===== src/rtl/sfetch.sv =====
// rtl/sfetch.sv - instruction fetch stage: sequential imem requests, response FIFO, redirect flush/drain (optional SFETCH_PERF_EN counters)
module sfetch #(
    parameter int                    DATA_WIDTH = 32,
    parameter logic [DATA_WIDTH-1:0] RESET_PC   = '0,
    parameter int                    FIFO_DEPTH = 4
) (
    input  logic                  clk,
    input  logic                  rst_n,
    output logic                  imem_req_valid_o,
    input  logic                  imem_req_ready_i,
    output logic [DATA_WIDTH-1:0] imem_req_addr_o,
    input  logic                  imem_rsp_valid_i,
    input  logic [DATA_WIDTH-1:0] imem_rsp_data_i,
    input  logic                  redirect_i,
    input  logic [DATA_WIDTH-1:0] redirect_pc_i,
    output logic [DATA_WIDTH-1:0] instr_o,
    output logic [DATA_WIDTH-1:0] instr_pc_o,
    output logic                  instr_valid_o,
`ifdef SFETCH_PERF_EN
    output logic [31:0]           perf_fetched_o,
    output logic [31:0]           perf_bubble_o,
`endif
    input  logic                  instr_ready_i
);

    localparam int CW = $clog2(FIFO_DEPTH + 1);
    localparam int PW = $clog2(FIFO_DEPTH);
    localparam logic [DATA_WIDTH-1:0] NOP = DATA_WIDTH'(32'h0000_0013);

    typedef enum logic [1:0] {ST_BOOT, ST_RUN, ST_DRAIN} state_t;

    state_t                state_q, state_d;
    logic [DATA_WIDTH-1:0] fetch_pc_q, fetch_pc_d;
    logic [DATA_WIDTH-1:0] rsp_pc_q, rsp_pc_d;
    logic [CW-1:0]         out_cnt_q, out_cnt_d;
    logic [CW-1:0]         drop_cnt_q, drop_cnt_d;
    logic [CW-1:0]         fifo_cnt_q, fifo_cnt_d;
    logic [PW-1:0]         wr_ptr_q, wr_ptr_d;
    logic [PW-1:0]         rd_ptr_q, rd_ptr_d;
    logic [DATA_WIDTH-1:0] fifo_data_q [FIFO_DEPTH];
    logic [DATA_WIDTH-1:0] fifo_pc_q   [FIFO_DEPTH];

    logic rsp_fire, rsp_keep, req_valid, req_fire, fifo_empty, head_valid, pop;

    always_comb begin
        fifo_empty = (fifo_cnt_q == '0);
        head_valid = !fifo_empty && !redirect_i;
        pop        = head_valid && instr_ready_i;
        rsp_fire   = imem_rsp_valid_i && (out_cnt_q != '0);
        rsp_keep   = rsp_fire && !redirect_i && (drop_cnt_q == '0);
        // Credits cover both buffered words and words still in flight
        req_valid  = (state_q == ST_RUN) && !redirect_i &&
                     (({1'b0, fifo_cnt_q} + {1'b0, out_cnt_q}) < (CW+1)'(FIFO_DEPTH));
        req_fire   = req_valid && imem_req_ready_i;
    end

    always_comb begin
        state_d    = state_q;
        fetch_pc_d = fetch_pc_q;
        rsp_pc_d   = rsp_pc_q;
        out_cnt_d  = out_cnt_q + CW'(req_fire) - CW'(rsp_fire);
        drop_cnt_d = drop_cnt_q;
        fifo_cnt_d = fifo_cnt_q + CW'(rsp_keep) - CW'(pop);
        wr_ptr_d   = wr_ptr_q;
        rd_ptr_d   = rd_ptr_q;

        if (req_fire) fetch_pc_d = fetch_pc_q + DATA_WIDTH'(4);
        if (rsp_keep) begin
            rsp_pc_d = rsp_pc_q + DATA_WIDTH'(4);
            wr_ptr_d = wr_ptr_q + PW'(1);
        end
        if (pop) rd_ptr_d = rd_ptr_q + PW'(1);
        if (rsp_fire && drop_cnt_q != '0) drop_cnt_d = drop_cnt_q - CW'(1);

        // Redirect wins: everything older than this edge is stale
        if (redirect_i) begin
            fifo_cnt_d = '0;
            wr_ptr_d   = '0;
            rd_ptr_d   = '0;
            fetch_pc_d = {redirect_pc_i[DATA_WIDTH-1:2], 2'b00};
            rsp_pc_d   = {redirect_pc_i[DATA_WIDTH-1:2], 2'b00};
            drop_cnt_d = out_cnt_q - CW'(rsp_fire);
        end

        case (state_q)
            ST_BOOT:  state_d = ST_RUN;
            ST_RUN,
            ST_DRAIN: state_d = (drop_cnt_d != '0) ? ST_DRAIN : ST_RUN;
            default:  state_d = ST_BOOT;
        endcase
    end

    always_ff @(posedge clk or negedge rst_n) begin
        if (!rst_n) begin
            state_q    <= ST_BOOT;
            fetch_pc_q <= {RESET_PC[DATA_WIDTH-1:2], 2'b00};
            rsp_pc_q   <= {RESET_PC[DATA_WIDTH-1:2], 2'b00};
            out_cnt_q  <= '0;
            drop_cnt_q <= '0;
            fifo_cnt_q <= '0;
            wr_ptr_q   <= '0;
            rd_ptr_q   <= '0;
        end else begin
            state_q    <= state_d;
            fetch_pc_q <= fetch_pc_d;
            rsp_pc_q   <= rsp_pc_d;
            out_cnt_q  <= out_cnt_d;
            drop_cnt_q <= drop_cnt_d;
            fifo_cnt_q <= fifo_cnt_d;
            wr_ptr_q   <= wr_ptr_d;
            rd_ptr_q   <= rd_ptr_d;
        end
    end

    // Storage is qualified by fifo_cnt_q, so it needs no reset
    always_ff @(posedge clk) begin
        if (rsp_keep) begin
            fifo_data_q[wr_ptr_q] <= imem_rsp_data_i;
            fifo_pc_q[wr_ptr_q]   <= rsp_pc_q;
        end
    end

    assign imem_req_valid_o = req_valid;
    assign imem_req_addr_o  = fetch_pc_q;
    assign instr_valid_o    = head_valid;
    assign instr_o          = fifo_empty ? NOP : fifo_data_q[rd_ptr_q];
    assign instr_pc_o       = fifo_empty ? '0  : fifo_pc_q[rd_ptr_q];

    rsp_while_idle: assert property (@(posedge clk) disable iff (!rst_n)
        !(imem_rsp_valid_i && out_cnt_q == '0));

`ifdef SFETCH_PERF_EN
    logic [31:0] perf_fetched_q, perf_fetched_d;
    logic [31:0] perf_bubble_q, perf_bubble_d;

    always_comb begin
        perf_fetched_d = perf_fetched_q;
        perf_bubble_d  = perf_bubble_q;
        if (rsp_keep && perf_fetched_q != 32'hFFFF_FFFF)
            perf_fetched_d = perf_fetched_q + 32'd1;
        if (!head_valid && instr_ready_i && perf_bubble_q != 32'hFFFF_FFFF)
            perf_bubble_d = perf_bubble_q + 32'd1;
    end

    always_ff @(posedge clk or negedge rst_n) begin
        if (!rst_n) begin
            perf_fetched_q <= '0;
            perf_bubble_q  <= '0;
        end else begin
            perf_fetched_q <= perf_fetched_d;
            perf_bubble_q  <= perf_bubble_d;
        end
    end

    assign perf_fetched_o = perf_fetched_q;
    assign perf_bubble_o  = perf_bubble_q;
`endif

endmodule


===== config.mk =====
export PLATFORM = sky130hd
export DESIGN_NAME = sfetch
export DESIGN_NICKNAME = d
export VERILOG_FILES = /design/src/rtl/sfetch.sv
export SDC_FILE = /design/constraint.sdc
export NUM_CORES = 1
export LEC_CHECK = 0
export ABC_AREA = 1
export BUFFER_PORTS_ARGS = -buffer_cell sky130_fd_sc_hd__buf_2
export CAP_MARGIN = 15
export CORE_MARGIN = 4
export CORE_UTILIZATION = 45
export CTS_CLUSTER_DIAMETER = 30
export CTS_CLUSTER_SIZE = 8
export DETAILED_ROUTE_END_ITERATION = 8
export PLACE_DENSITY = 0.71
export SYNTH_ARGS = -nofsm -noshare
export SYNTH_HDL_FRONTEND = slang
export SYNTH_SLANG_ARGS = --single-unit

===== constraint.sdc =====
create_clock -name clk -period 7 [get_ports clk]
set_clock_uncertainty 0.2 [all_clocks]
set_input_delay 0.7 -clock clk [delete_from_list [all_inputs] [get_ports clk]]
set_output_delay 0.7 -clock clk [all_outputs]
set_load 0.01 [all_outputs]

# Word level (Yosys, flattened, before mapping)
# Memory sizes are Yosys's and may differ from the RTL's.
# Cells that the tools add are included.
# totals
memories	2
mem_bits_rw	256
elab_cells	62
register_bits	79
# mem_list
name	words	word_bits	read_ports	rd_ports_with_merged_regs	write_ports	line	text
fifo_data_q	4	32	1	0	1	40	logic [DATA_WIDTH-1:0] fifo_data_q [FIFO_DEPTH];
fifo_pc_q	4	32	1	0	1	41	logic [DATA_WIDTH-1:0] fifo_pc_q [FIFO_DEPTH];
# op_classes
muxes	17
n_addsub	11
n_reduce_logical	21
eq_ne	2
n_lt_le_gt_ge	1
# op_table
cell	n
two-way mux 32 bit	6
adder 32 x 3 -> 32 bit, second input constant	2
two-way mux 2 bit	5
logical AND 1 bit	9
two-way mux 3 bit	3
nonzero test 3 bit	3
subtractor 3 x 1 -> 3 bit	3
adder 3 x 1 -> 3 bit	2
zero test 3 bit	2
nonzero test 2 bit	3
adder 2 x 1 -> 2 bit, second input constant	2
adder 3 x 3 -> 4 bit	1
less-than comparator 4 x 3 -> 1 bit, second input constant	1
case mux 2 bit (2 select lines)	1
subtractor 3 x 1 -> 3 bit, second input constant	1
equality test 2 x 1 -> 1 bit, second input constant	1
equality test 2 bit, second input constant	1
zero test 1 bit	2
zero test 2 bit	1
two-way mux 1 bit	2
OR reduction 2 bit	1

# Logic depth before layout (Yosys ltp)
# depth
depth_word	8
mapped_depth	13
ltp_nobuf	13

# Least setup slack after synthesis
# Ideal clock, no wire load.
# synth_path
kind	register to register
startpoint	register drop_cnt_q[0]
endpoint	memory fifo_data_q[0][0] (enable)
slack_ns	2.650
n_path_buf	0
t_arrival_ns	3.667
stages_incl_launch_ff	8
setup_ns	0.482
synth_period_minus_slack_ns	4.350
required_time_ns	6.318
path_cell_list	dfrtp_1 > inv_1 > ha_1 > ha_1 > inv_1 > nor2_4 > nand2_2 > nor2_1
# synth_via
elab_chain_cells	4
# synth_rtl
element	line	text
start: declaration	36	logic [CW-1:0] drop_cnt_q, drop_cnt_d;
start signal: assignment	108	drop_cnt_q <= drop_cnt_d;
zero test 3 bit	50	rsp_keep = rsp_fire && !redirect_i && (drop_cnt_q == '0);
logical AND 1 bit	50	
two-way mux 1 bit	117	if (rsp_keep) begin
two-way mux 1 bit (implied by the code)	118	fifo_data_q[wr_ptr_q] <= imem_rsp_data_i;
end: declaration	40	
# No other way between the ends.

# Worst setup path in the final report
# layout_path
startpoint	register rd_ptr_q[0]
endpoint	output instr_pc_o[20]
# layout_via
elab_chain_cells	2
# layout_rtl
element	line	text
start: declaration	39	logic [PW-1:0] rd_ptr_q, rd_ptr_d;
start signal: assignment	111	rd_ptr_q <= rd_ptr_d;
memory read (4 x 32 bit)	--	
two-way mux 32 bit	127	assign instr_pc_o = fifo_empty ? '0 : fifo_pc_q[rd_ptr_q];
end: declaration	17	output logic [DATA_WIDTH-1:0] instr_pc_o,
# No other way between the ends.

==> flow_summary_export.csv <==
group,metric,value,unit
logic_synthesis,synth_top_area_share,50.60,%
critical_path,cp-startpoint,"rd_ptr_q[0]",
clock_tree,cts.sinks,323,
route,post_drt_wl_per_cell,17.35,µm
final_layout,post-route-util,58.00,%
clock_tree,cts_tree,"built",
route,vias,11270,
route,routed_via_density,5.269,
run,drv_cap,0,
logic_synthesis,synth_most_common_cell,"nor2_1",
route,drt_wl_total,37.12,mm
global_routing,grt_max_degree,104,
critical_path,slowest_delay,750,ps
global_routing,antenna_found_initial,1,
clock_tree,cts_max_level,3,
route,drc_errors,0,
status,outcome,"finished clean",
critical_path,critical_path_arrival,3170,ps
power_and_ir_drop,power,7.465,mW
logic_synthesis,yosysUniqueCellTypes,43,
clock_tree,cts_max_path_buffers,3,
sta,clock.fmax,245.5,MHz
critical_path,worst_setup_path_end_kind,"primary output",
logic_synthesis,synth_edf_count,248,
clock_tree,insertion_delay,560,ps
critical_path,crit_required,6100,ps
sta,hold_violations,0,
clock_tree,root_buffer,"clkbuf_16",
route,met1_length,16.16,mm
logic_synthesis,synthArstFlopShare,23.22,%
final_layout,final_nets,1734,
power_and_ir_drop,ir_drop,0.2685,mV
floorplanning,placementRows,65,
sta,max_slew_margin,22.40,%
route,drt-pass1-iter-count,5,
critical_path,r2r_end,"fifo_pc_q[3][28]",
placed_design,place_congestion,0.9132,
final_layout,stdcell_count,2139,
sta,maxSlewViolCount,0,
critical_path,path_max_fanout,89,
sta,period_needed,4073,ps
final_layout,drive_above_1_share,19.66,%
floorplanning,core_area,0.03188,mm²
critical_path,crit_buf_inv,3,
worst_hold_path,hold_path.class,"in2reg",
global_routing,grt.total_usage,20.55,%
logic_synthesis,syn_inst,1456,
route,highest_layer,"met5",
critical_path,criticalPathCategory,"reg2out",
final_layout,multi_input_area,0.004745,mm²
global_routing,grt_pass1_wl,58.70,mm
sta,setup_viol,0,
logic_synthesis,yosysSeqAreaShare,63.36,%
final_layout,postLayoutCellArea,0.01849,mm²
power_and_ir_drop,p_per_area,403.7,mW/mm²
placed_design,dp_hpwl,21.75,mm
critical_path,reg2reg_slack,3670,ps
route,drtIter0Drc,786,
critical_path,cp_slowest_cell,"buf_4",
sta,setup-tns-final,0,ps
logic_synthesis,syn_area,0.01472,mm²
final_layout,syn_to_final_growth,25.65,%
final_layout,seqCellArea,0.009329,mm²
logic_synthesis,syn_avg_cell_area,10.11,µm²
placed_design,dp_cells,2001,
worst_hold_path,min_to,"fifo_data_q[1][27]",
floorplanning,die_height,188.8,µm
logic_synthesis,yosysWarnings,0,
critical_path,crit_family,"buffers and inverters",
power_and_ir_drop,power.leakage,7.481,nW
global_routing,overflow,0,
logic_synthesis,synth_flop_cell,"edfxtp_1",
floorplanning,dieArea,0.03566,mm²
sta,worstMarginPinSlew,1164,ps
route,wl_met2,17.02,mm
critical_path,worstSetupStartpointType,"flop",
critical_path,r2r_start,"drop_cnt_q[0]",
critical_path,cp.depth,5,
logic_synthesis,synth.area.top_cells,"edfxtp_1, dfrtp_1, nor2_1",
placed_design,placed_area,0.01590,mm²
floorplanning,ios,168,
clock_tree,hold_buffers,1,
route,wl_met3,2.977,mm
global_routing,grt_pass1_vias,11117,
final_layout,antenna_cells,0,
placed_design,port_buffers,161,
clock_tree,numCtsBuffers,74,
clock_tree,cts_resized,0,
floorplanning,die_w,188.8,µm
clock_tree,postCtsSetupRepairBufs,0,
logic_synthesis,synth-seq-cells,323,
route,ant_nets,0,
critical_path,worstPathCellList,"inv_2 > buf_4 > o21ai_0 > a21oi_1 > buf_2",
logic_synthesis,synth_common_cells,"nor2_1, edfxtp_1, nand2_1",
sta,finalCritPeriodShare,58.18,%
worst_hold_path,hp-start,"imem_rsp_data_i[27]",
worst_hold_path,min_path_cells,1,
final_layout,nFillCells,2657,
floorplanning,initial_core_util,46.16,%
clock_tree,path_clk_slew,50,ps
critical_path,r2r_cells,8,
logic_synthesis,synth_top_area_cell,"edfxtp_1",
sta,rsz0062_at_grt,"false",
==> power by group <==
part	switching, mW	total [mW]	internal [mW]
clock network	1.08	3.50	2.42
logic	1.07	1.57	0.501
registers	0.176	2.40	2.22
total	2.32	7.47	5.15
==> metal layers <==
| layer | up-vias | track usage (%) |
|---|---|---|
| met1 | 5346 | 28.20 |
| met5 | - | 0 |
| met4 | 2 | 8.016 |
| met2 | 471 | 32.04 |
| met3 | 91 | 4.724 |
| li1 | 5360 | - |
==> cell families (layout without fill, tap and decap cells) <==
kind of cell | after synthesis | count (layout) | share of synthesized area [%]
adders and majority gates | 21 | 21 | 1.887
xor gates and xnor gates | 30 | 30 | 1.785
DFF | 323 | 323 | 63.36
buffers and inverters | 168 | 413 | 4.736
other | 1 | 4 | 0.02548
and+or+nand+nor | 657 | 657 | 18.83
AOI/OAI and AO/OA | 256 | 256 | 9.378
==> sequential cells by signal, summed over array words and instances (netlist names) <==
signal / flops
drop_cnt_q: 3
rsp_pc_q: 30
wr_ptr_q: 2
fifo_pc_q: 120
out_cnt_q: 3
imem_req_addr_o: 30
fifo_data_q: 128
state_q: 2
fifo_cnt_q: 3
rd_ptr_q: 2
==> final cells by class <==
class / count / area share [%]
Clock buffer: 92 / 10.71
Clock inverter: 45 / 3.248
Inverter: 103 / 2.118
Multi-Input combinational cell: 968 / 25.66
Sequential cell: 323 / 50.45
Tap cell: 435 / 2.943
Timing Repair Buffer: 173 / 4.872
==> worst reg2reg max path, cell delays in order (launching register included) <==
cell and delay (ps):
dfrtp_1 360, inv_1 70, ha_1 160, ha_1 140, inv_1 100, nor2_4 220
nand2_2 270, nor2_4 790, buf_4 630
==> placed cells by master, fill, tap and decap left out, types with 4 or more instances in the layout <==
cell type / Yosys / final
nor2_1: 320 / 315
edfxtp_1: 248 / 248
nand2_1: 214 / 214
buf_2: 10 / 160
o21ai_0: 145 / 145
inv_1: 94 / 94
clkbuf_16: 0 / 75
dfrtp_1: 75 / 73
a21oi_1: 71 / 71
nand3_1: 53 / 53
xor2_1: 23 / 23
ha_1: 19 / 19
nand4_1: 17 / 17
o211ai_1: 17 / 17
nor3_1: 16 / 16
clkinv_2: 0 / 15
clkbuf_1: 35 / 13
buf_4: 7 / 12
bufinv_16: 0 / 11
nand2_2: 8 / 8
inv_2: 8 / 8
nor2_4: 2 / 7
xnor2_1: 7 / 7
nand3b_1: 7 / 7
nor3_2: 5 / 5
a31oi_1: 5 / 5
o21ai_1: 5 / 5
clkinv_1: 0 / 5
nand3_2: 4 / 4
conb_1: 1 / 4
clkbuf_8: 0 / 4
clkinv_4: 0 / 4
clkinvlp_4: 0 / 4
==> worst max path at each step <==
| stage | endpoint |
|---|---|
| after floorplan | fifo_data_q[0][0] |
| after global placement | fifo_data_q[3][7] |
| after detailed placement | fifo_data_q[3][7] |
| after CTS | instr_pc_o[21] |
| after global routing | instr_pc_o[13] |
| final | instr_pc_o[20] |
==> through the flow <==
step                setup slack [ps]  hold WS [ps]
CTS                             2888         127.9
global placement                2782         338.9
finish                          2927         148.2
detailed placement              2729         342.6
floorplan                       2650         204.4
global route                    2692         134.9
Note: power is estimated with default switching activity, not from simulation.
